`src/rtl/muldiv_unit_rv32m_pkg.sv`:
```
// Shared constants, op/state encodings and operand-signedness helpers for the RV32M unit.
package rv32m_pkg;

  localparam int XLEN = 32;
  localparam logic [6:0] F7_MULDIV = 7'h01;

  typedef enum logic [2:0] {
    F3_MUL    = 3'd0,
    F3_MULH   = 3'd1,
    F3_MULHSU = 3'd2,
    F3_MULHU  = 3'd3,
    F3_DIV    = 3'd4,
    F3_DIVU   = 3'd5,
    F3_REM    = 3'd6,
    F3_REMU   = 3'd7
  } funct3_e;

  typedef enum logic [1:0] {
    ST_IDLE = 2'd0,
    ST_CALC = 2'd1,
    ST_FIX  = 2'd2
  } state_e;

  function automatic logic is_div(input logic [2:0] f3);
    return f3[2];
  endfunction

  function automatic logic a_signed(input logic [2:0] f3);
    return (f3 == F3_MULH) || (f3 == F3_MULHSU) || (f3 == F3_DIV) || (f3 == F3_REM);
  endfunction

  function automatic logic b_signed(input logic [2:0] f3);
    return (f3 == F3_MULH) || (f3 == F3_DIV) || (f3 == F3_REM);
  endfunction

endpackage

```
`src/rtl/muldiv_unit_rv32m_sign_fix.sv`:
```
// Two-lane conditional negate: extracts sign/magnitude on the way in, applies sign on the way out.
module rv32m_sign_fix #(
  parameter int A_W = 32,
  parameter int B_W = 32
) (
  input  logic [A_W-1:0] i_a,
  input  logic [B_W-1:0] i_b,
  input  logic           i_a_signed,
  input  logic           i_b_signed,
  input  logic           i_a_neg,
  input  logic           i_b_neg,
  output logic [A_W-1:0] o_a,
  output logic [B_W-1:0] o_b,
  output logic           o_sign_a,
  output logic           o_sign_b
);

  assign o_sign_a = i_a_signed & i_a[A_W-1];
  assign o_sign_b = i_b_signed & i_b[B_W-1];

  // A negative signed input is turned into its magnitude; i_*_neg requests a negation on top.
  assign o_a = (o_sign_a ^ i_a_neg) ? -i_a : i_a;
  assign o_b = (o_sign_b ^ i_b_neg) ? -i_b : i_b;

endmodule

```
`src/rtl/muldiv_unit_rv32m.sv`:
```
// Iterative RV32M multiply/divide unit: 32-step shift-add / restoring divide on magnitudes, sign fixed at the end.
module muldiv_unit_rv32m
  import rv32m_pkg::*;
#(
  parameter int XLEN  = 32,
  parameter int CNT_W = 5
) (
  input  logic            clk,
  input  logic            rst,
  input  logic            start,
  input  logic            is_m,
  input  logic [2:0]      funct3,
  input  logic [XLEN-1:0] op_a,
  input  logic [XLEN-1:0] op_b,
  input  logic            flush,
  output logic            busy,
  output logic            done,
  output logic [XLEN-1:0] result
);

  state_e                r_state;
  logic [CNT_W-1:0]      r_cnt;
  logic [2:0]            r_f3;
  logic                  r_sign_a;
  logic                  r_sign_b;
  logic                  r_dz;
  logic [XLEN-1:0]       r_opnd;
  logic [2*XLEN-1:0]     r_acc;
  logic                  r_done;
  logic [XLEN-1:0]       r_result;

  logic [XLEN-1:0]       w_mag_a;
  logic [XLEN-1:0]       w_mag_b;
  logic                  w_sign_a;
  logic                  w_sign_b;
  logic                  w_accept;
  logic [XLEN:0]         w_mul_sum;
  logic [2*XLEN-1:0]     w_mul_next;
  logic                  w_div_ge;
  logic [XLEN-1:0]       w_div_rem;
  logic [2*XLEN-1:0]     w_div_next;
  logic [2*XLEN-1:0]     w_fix_a_in;
  logic [2*XLEN-1:0]     w_fix_a;
  logic [XLEN-1:0]       w_fix_b;
  logic                  w_unused_sign_a;
  logic                  w_unused_sign_b;
  logic [XLEN-1:0]       w_result;

  rv32m_sign_fix #(.A_W(XLEN), .B_W(XLEN)) u_sign_in (
    .i_a        (op_a),
    .i_b        (op_b),
    .i_a_signed (a_signed(funct3)),
    .i_b_signed (b_signed(funct3)),
    .i_a_neg    (1'b0),
    .i_b_neg    (1'b0),
    .o_a        (w_mag_a),
    .o_b        (w_mag_b),
    .o_sign_a   (w_sign_a),
    .o_sign_b   (w_sign_b)
  );

  assign w_accept = (r_state == ST_IDLE) && start && is_m && !flush;

  // Multiply: r_acc = {partial high, remaining multiplier bits}; divide: r_acc = {remainder, dividend/quotient}.
  assign w_mul_sum  = {1'b0, r_acc[2*XLEN-1:XLEN]} + (r_acc[0] ? {1'b0, r_opnd} : '0);
  assign w_mul_next = {w_mul_sum, r_acc[XLEN-1:1]};
  assign w_div_ge   = r_acc[2*XLEN-1:XLEN-1] >= {1'b0, r_opnd};
  assign w_div_rem  = r_acc[2*XLEN-2:XLEN-1] - r_opnd;
  assign w_div_next = w_div_ge ? {w_div_rem, r_acc[XLEN-2:0], 1'b1} : {r_acc[2*XLEN-2:0], 1'b0};

  always_ff @(posedge clk) begin
    if (rst) begin
      r_state  <= ST_IDLE;
      r_cnt    <= '0;
      r_done   <= 1'b0;
      r_result <= '0;
    end else begin
      r_done <= 1'b0;
      case (r_state)
        ST_IDLE: begin
          if (w_accept) begin
            r_state <= ST_CALC;
            r_cnt   <= '0;
          end
        end
        ST_CALC: begin
          if (flush) begin
            r_state <= ST_IDLE;
          end else begin
            r_cnt <= r_cnt + 1'b1;
            if (r_cnt == {CNT_W{1'b1}}) r_state <= ST_FIX;
          end
        end
        ST_FIX: begin
          r_state <= ST_IDLE;
          if (!flush) begin
            r_done   <= 1'b1;
            r_result <= w_result;
          end
        end
        default: r_state <= ST_IDLE;
      endcase
    end
  end

  always_ff @(posedge clk) begin
    if (w_accept) begin
      r_f3     <= funct3;
      r_sign_a <= w_sign_a;
      r_sign_b <= w_sign_b;
      r_dz     <= is_div(funct3) && (op_b == '0);
      r_opnd   <= is_div(funct3) ? w_mag_b : w_mag_a;
      r_acc    <= {{XLEN{1'b0}}, (is_div(funct3) ? w_mag_a : w_mag_b)};
    end else if (r_state == ST_CALC) begin
      r_acc <= is_div(r_f3) ? w_div_next : w_mul_next;
    end
  end

  assign w_fix_a_in = is_div(r_f3) ? {{XLEN{1'b0}}, r_acc[XLEN-1:0]} : r_acc;

  rv32m_sign_fix #(.A_W(2*XLEN), .B_W(XLEN)) u_sign_out (
    .i_a        (w_fix_a_in),
    .i_b        (r_acc[2*XLEN-1:XLEN]),
    .i_a_signed (1'b0),
    .i_b_signed (1'b0),
    .i_a_neg    (r_sign_a ^ r_sign_b),
    .i_b_neg    (r_sign_a),
    .o_a        (w_fix_a),
    .o_b        (w_fix_b),
    .o_sign_a   (w_unused_sign_a),
    .o_sign_b   (w_unused_sign_b)
  );

  // With a zero divisor the remainder magnitude is |op_a|, so restoring the dividend sign yields op_a itself.
  always_comb begin
    w_result = w_fix_a[XLEN-1:0];
    case (r_f3)
      F3_MUL:                       w_result = w_fix_a[XLEN-1:0];
      F3_MULH, F3_MULHSU, F3_MULHU: w_result = w_fix_a[2*XLEN-1:XLEN];
      F3_DIV, F3_DIVU:              w_result = r_dz ? '1 : w_fix_a[XLEN-1:0];
      F3_REM, F3_REMU:              w_result = w_fix_b;
      default:                      w_result = w_fix_a[XLEN-1:0];
    endcase
  end

  assign busy   = (r_state != ST_IDLE);
  assign done   = r_done;
  assign result = r_result;

endmodule

```
`config.mk`:
```
export PLATFORM = sky130hd
export DESIGN_NAME = muldiv_unit_rv32m
export DESIGN_NICKNAME = d
export VERILOG_FILES = /design/src/rtl/muldiv_unit_rv32m_pkg.sv /design/src/rtl/muldiv_unit_rv32m_sign_fix.sv /design/src/rtl/muldiv_unit_rv32m.sv
export SDC_FILE = /design/constraint.sdc
export NUM_CORES = 1
export LEC_CHECK = 0
export CAP_MARGIN = 20
export CORE_UTILIZATION = 45
export CTS_CLUSTER_SIZE = 40
export DETAILED_ROUTE_END_ITERATION = 10
export PLACE_DENSITY = 0.74
export SLEW_MARGIN = 40
export SYNTH_ARGS = -nofsm -noshare
export SYNTH_HDL_FRONTEND = slang
export SYNTH_SLANG_ARGS = --single-unit
```
`constraint.sdc`:
```
create_clock -name clk -period 4.4 [get_ports clk]
set_input_delay 0.88 -clock clk [delete_from_list [all_inputs] [get_ports clk]]
set_output_delay 0.88 -clock clk [all_outputs]
set_load 0.005 [all_outputs]
```
# --- Yosys cells after proc, flatten, opt, wreduce, memory -nomap -nowiden ---
# Index checks and enable logic that the tools add are counted.
classes:
  n_addsub: 7
  magnitude_cmp: 1
  n_eq_ne: 17
  mux: 22
  bitwise: 5
  reduce_logical: 23
op_table:
  columns: ["op", "count"]
  rows:
  - ["32-bit two-way mux", 9]
  - ["64-bit two-way mux", 4]
  - ["32-bit one-hot mux with 4 select lines", 1]
  - ["32-bit negation", 3]
  - ["64-bit negation", 1]
  - ["32-bit by 32-bit adder with 33-bit output", 1]
  - ["33-bit by 32-bit greater-or-equal comparator with 1-bit output", 1]
  - ["32-bit zero test", 1]
  - ["32-bit subtractor", 1]
  - ["3-bit equality test (second input constant)", 6]
  - ["5-bit two-way mux", 2]
  - ["5-bit one-hot mux with 2 select lines", 1]
  - ["3-bit by 2-bit equality test with 1-bit output (second input constant)", 3]
  - ["3-bit by 1-bit equality test with 1-bit output (second input constant)", 2]
  - ["2-bit two-way mux", 3]
  - ["2-bit nonzero test", 3]
  - ["2-bit OR reduction", 3]
  - ["5-bit by 1-bit adder with 5-bit output (second input constant)", 1]
  - ["5-bit equality test (second input constant)", 1]
  - ["1-bit logical OR", 5]
  - ["1-bit logical AND", 4]
  - ["2-bit != test (second input constant)", 2]
  - ["2-bit one-hot mux with 2 select lines", 1]
  - ["2-bit AND reduction", 2]
  - ["other kinds (12)", 14]
totals:
  reg_bits: 142
  inputBits: 72
  output_inout_bits: 34
  word_cells: 86

# --- Depth between registers and ports, before layout ---
logic_depth:
  depth_word: 8
  ltp_mapped: 14
  mapped_depth_nobuf: 12

# --- Cells and area by module ---
# Synthesis repeated with hierarchy kept, for this count alone.
hier_totals:
  cells_unflattened: 1934
  hier_area_um2: 15497.4
by_module_without_submodules:
  columns: ["module", "n_inst", "cells_each", "area_per_inst_um2", "seq_area_each_um2"]
  rows:
  - ["muldiv_unit_rv32m", 1, 1386, 11594.9, 3543.4]
  - ["rv32m_sign_fix at u_sign_out", 1, 331, 2317.2, 0.0]
  - ["rv32m_sign_fix at u_sign_in", 1, 217, 1585.3, 0.0]

# --- Worst setup path before layout ---
# OpenSTA, ideal clock, no wires.
synth_path:
  kind: "input port to flip-flop"
  startpoint: "in op_b[12]"
  endpoint: "reg r_acc[25], data pin"
  setup_ps: 269
  t_arrival_ps: 3278
  slack_ps: 853
  stages: 9
  path_cell_list: "or4_4 -> or4_4 -> or3_4 -> or4_4 -> o21ai_0 -> xor2_1 -> nand2_1 -> nand3_1 -> o21ai_0"
synth_between:
  elab_chain_cells: 4
synth_lines:
  columns: ["element", "line", "source"]
  rows:
  - ["start, declared", "muldiv_unit_rv32m.sv:14", "input logic [XLEN-1:0] op_b,"]
  - ["32-bit negation", "muldiv_unit_rv32m_sign_fix.sv:23", "assign o_b = (o_sign_b ^ i_b_neg) ? -i_b : i_b;"]
  - ["32-bit two-way mux", "muldiv_unit_rv32m_sign_fix.sv:23", null]
  - ["32-bit two-way mux", "muldiv_unit_rv32m.sv:113", "r_acc <= {{XLEN{1'b0}}, (is_div(funct3) ? w_mag_a : w_mag_b)};"]
  - ["32-bit two-way mux", "muldiv_unit_rv32m.sv:107", "if (w_accept) begin"]
  - ["end signal, assigned", "muldiv_unit_rv32m.sv:113", null]
  - ["end signal, assigned", "muldiv_unit_rv32m.sv:115", "r_acc <= is_div(r_f3) ? w_div_next : w_mul_next;"]
  - ["end, declared", "muldiv_unit_rv32m.sv:28", "logic [2*XLEN-1:0] r_acc;"]
# Every way passes these cells.
# A chain may end at the register's enable or synchronous reset.

# --- Final worst setup path ---
layout_path:
  startpoint: "in op_b[12]"
  endpoint: "reg r_acc[29], data pin"
# The elaborated chain is that of the path after synthesis.

==> impl_metrics.tcl <==
set metrics [dict create \
    synth_top_area_cell "edfxtp_1" \
    syn_area_um2 14200 \
    ctsHoldBuffers 0 \
    htreeDepth 4 \
    crit_start "op_b[12]" \
    critPathRequiredTime_ns 4.63 \
    drive_gt1_frac 0.0762 \
    wl_per_cell_um 22.6 \
    yosysWarnings 0 \
    hold_class "reg -> reg" \
    cts_root_buffer "clkbuf_16" \
    die_x_um 180 \
    grt_pass1_wl_mm 82.2 \
    dr.pass1.iters 11 \
    cts_tree "yes" \
    gp_congestion 1.02 \
    power.total_mw 6.19 \
    viasPerCell 6.45 \
    fin_area_um2 16500 \
    slew_headroom 0.440 \
    routed_wl_mm 52.6 \
    start_util 0.461 \
    nFillCells 2860 \
    antennaDiodeCount 0 \
    timing.setup.tns_ns 0 \
    p_per_area_nw_per_um2 376 \
    grt.total_usage 0.325 \
    post-route-period-util 0.865 \
    drv_slew 0 \
    yosys.cell_types.count 74 \
    grt_overflow 0 \
    die_h_um 180 \
    yosys.cell_count.top_type "a21oi_1" \
    synthCells 1840 \
    dieArea_um2 32300 \
    area_growth_syn_to_layout_pct 16.0 \
    hold_viol_final 0 \
    cp-end-kind "flop" \
    min_from "result[22]" \
    drc_errors 1 \
    grt_max_degree 57 \
    post-route-min-period_ns 3.80 \
    avgSynthCellArea_um2 7.72 \
    utilization 0.535 \
    core-area_um2 30800 \
    start_kind "input port" \
    yosysSeqAreaShare 0.249 \
    synth_fp_nets 1984 \
    violations "DRC" \
    status "finished with violations" \
    nets 2060 \
    cts_resized 0 \
    clkTransAtPathRegs_ns 0.07 \
    yosys_register_bits 142 \
    io_buffers 105 \
    cts.path.max_buffers 2 \
    worstSetupPathType "in -> reg" \
    synthArstFlopShare 0 \
    synth_ff_type "dfxtp_1" \
    rsz0062_at_grt "false" \
    clkSinkCount 142 \
    worstReg2RegStart "r_acc[0]" \
    synth.top_cells.by_area "edfxtp_1, dfxtp_1, a21oi_1" \
    crit_arrival_ns 4.04 \
    post_dp_cell_area_um2 15900 \
    ios 106 \
    worst_pin_slew_ns 0.837 \
    cts_buffers 17 \
    postCtsSetupBuffers 0 \
    row_count 64 \
    grt_pass1_vias 14400 \
    synth.top_cell.area_share 0.148 \
    num_vias 15000 \
    fmax_ghz 0.263 \
    synthTopCellsByCount "a21oi_1, nor2_1, o21ai_0" \
    clk_latency_ns 0.45 \
    drv_cap 0 \
    drt_iter0_markers 1702 \
    setup_viol_count_final 0 \
    fin_skew_ns 0.0139 \
    dp_hpwl_mm 40.9 \
    ir_drop_mv 0.318 \
    crit_fanout 4 \
    synth_edf_count 70 \
    p_leak_nw 6.41 \
    antenna_found_initial 0 \
    ant_nets 0 \
]
[registers in the layout, indices dropped and copies added, names as in the netlist, 2 cells and up]
register and cells:
r_acc 64, r_opnd 32, r_f3 3, result 32
r_state 2, r_cnt 5
[path summary, 6_finish.rpt]
| path | slack (ns) | endpoint | cells past startpoint |
|---|---|---|---|
| hold reg to reg | 0.44 | result[22] | 2 |
| setup / recovery | 0.60 | r_acc[29] | 8 |
| hold / removal | 0.44 | result[22] | 2 |
| setup reg to reg | 0.60 | r_acc[62] | 13 |
[power breakdown]
part,switching [mW],internal (mW),leakage (nW)
combinational,1.73,1.20,4.90
clock,0.639,0.858,0.285
sequential,0.256,1.52,1.23
[area by class of cell]
| class | count | area, um^2 | share of cell area |
|---|---|---|---|
| well taps | 396 | 495 | 0.0300 |
| clock buffers | 18 | 439 | 0.0266 |
| flip-flops and latches | 142 | 3540 | 0.215 |
| inverters | 76 | 285 | 0.0173 |
| multi-input cells | 1504 | 9970 | 0.605 |
| repair buffers | 175 | 1600 | 0.0968 |
| clock inverters | 14 | 156 | 0.00948 |
[per-layer routing]
metal | global-route usage | vias to the layer above | share of wire
met3 | 0.0638 | 150 | 0.095
li1 | - | 6994 | -
met4 | 0.185 | 0 | 0.056
met1 | 0.424 | 7092 | 0.42
met5 | 0 | - | 0
met2 | 0.501 | 769 | 0.43
[kinds of logic (layout without fill, tap and decap cells)]
family,after synthesis,in the layout,share of synthesized area
fa+ha+maj,72,72,0.0644
xor+xnor,178,178,0.110
buf+inv,194,283,0.0518
compound gates,605,605,0.269
simple gates,552,552,0.187
flops,142,142,0.249
mux,97,97,0.0690
[metrics by stage]
stage / worst slack [ns] / hold WS (ns) / cells
finish: 0.595 / 0.440 / 2325
global route: 0.340 / 0.483 / 2325
CTS: 0.600 / 0.447 / 2325
detailed placement: 0.145 / 0.437 / 2293
global placement: 0.216 / 0.427 / 2293
floorplan: 0.853 / 0.435 / 1840
[worst max-delay path, stage by stage]
cell and delay, ns:
clkdlybuf4s50_1 0.47, or4_4 0.58, or4_4 0.46, or3_4 0.41, or4_4 0.48, o31ai_1 0.26, xor2_1 0.13, a221oi_1 0.37
[cell usage in the layout (no fill, tap or decap), drive strengths merged, types with 6 or more instances in the layout]
cell             n
o221ai          19
inv             79
o31ai           34
nand2          137
a211oi          28
o211ai          26
a31oi           22
mux2             8
nand3           35
clkdlybuf4s50  104
nand2b          10
clkinv           6
buf             71
or4             23
nor2           178
dfxtp           72
nand4           20
a21oi          179
mux2i           89
o41ai           14
nor4            26
xnor2           99
a221o            6
edfxtp          70
or3             20
o21ai          156
ha              70
clkbuf          18
o22ai            6
a21o            33
a22oi            7
nor2b            8
and3            10
and2             9
a221oi           9
or2             10
nor3            50
o21a            11
xor2            79
o21bai          10
No activity file was read; power rests on OpenSTA's default activity.
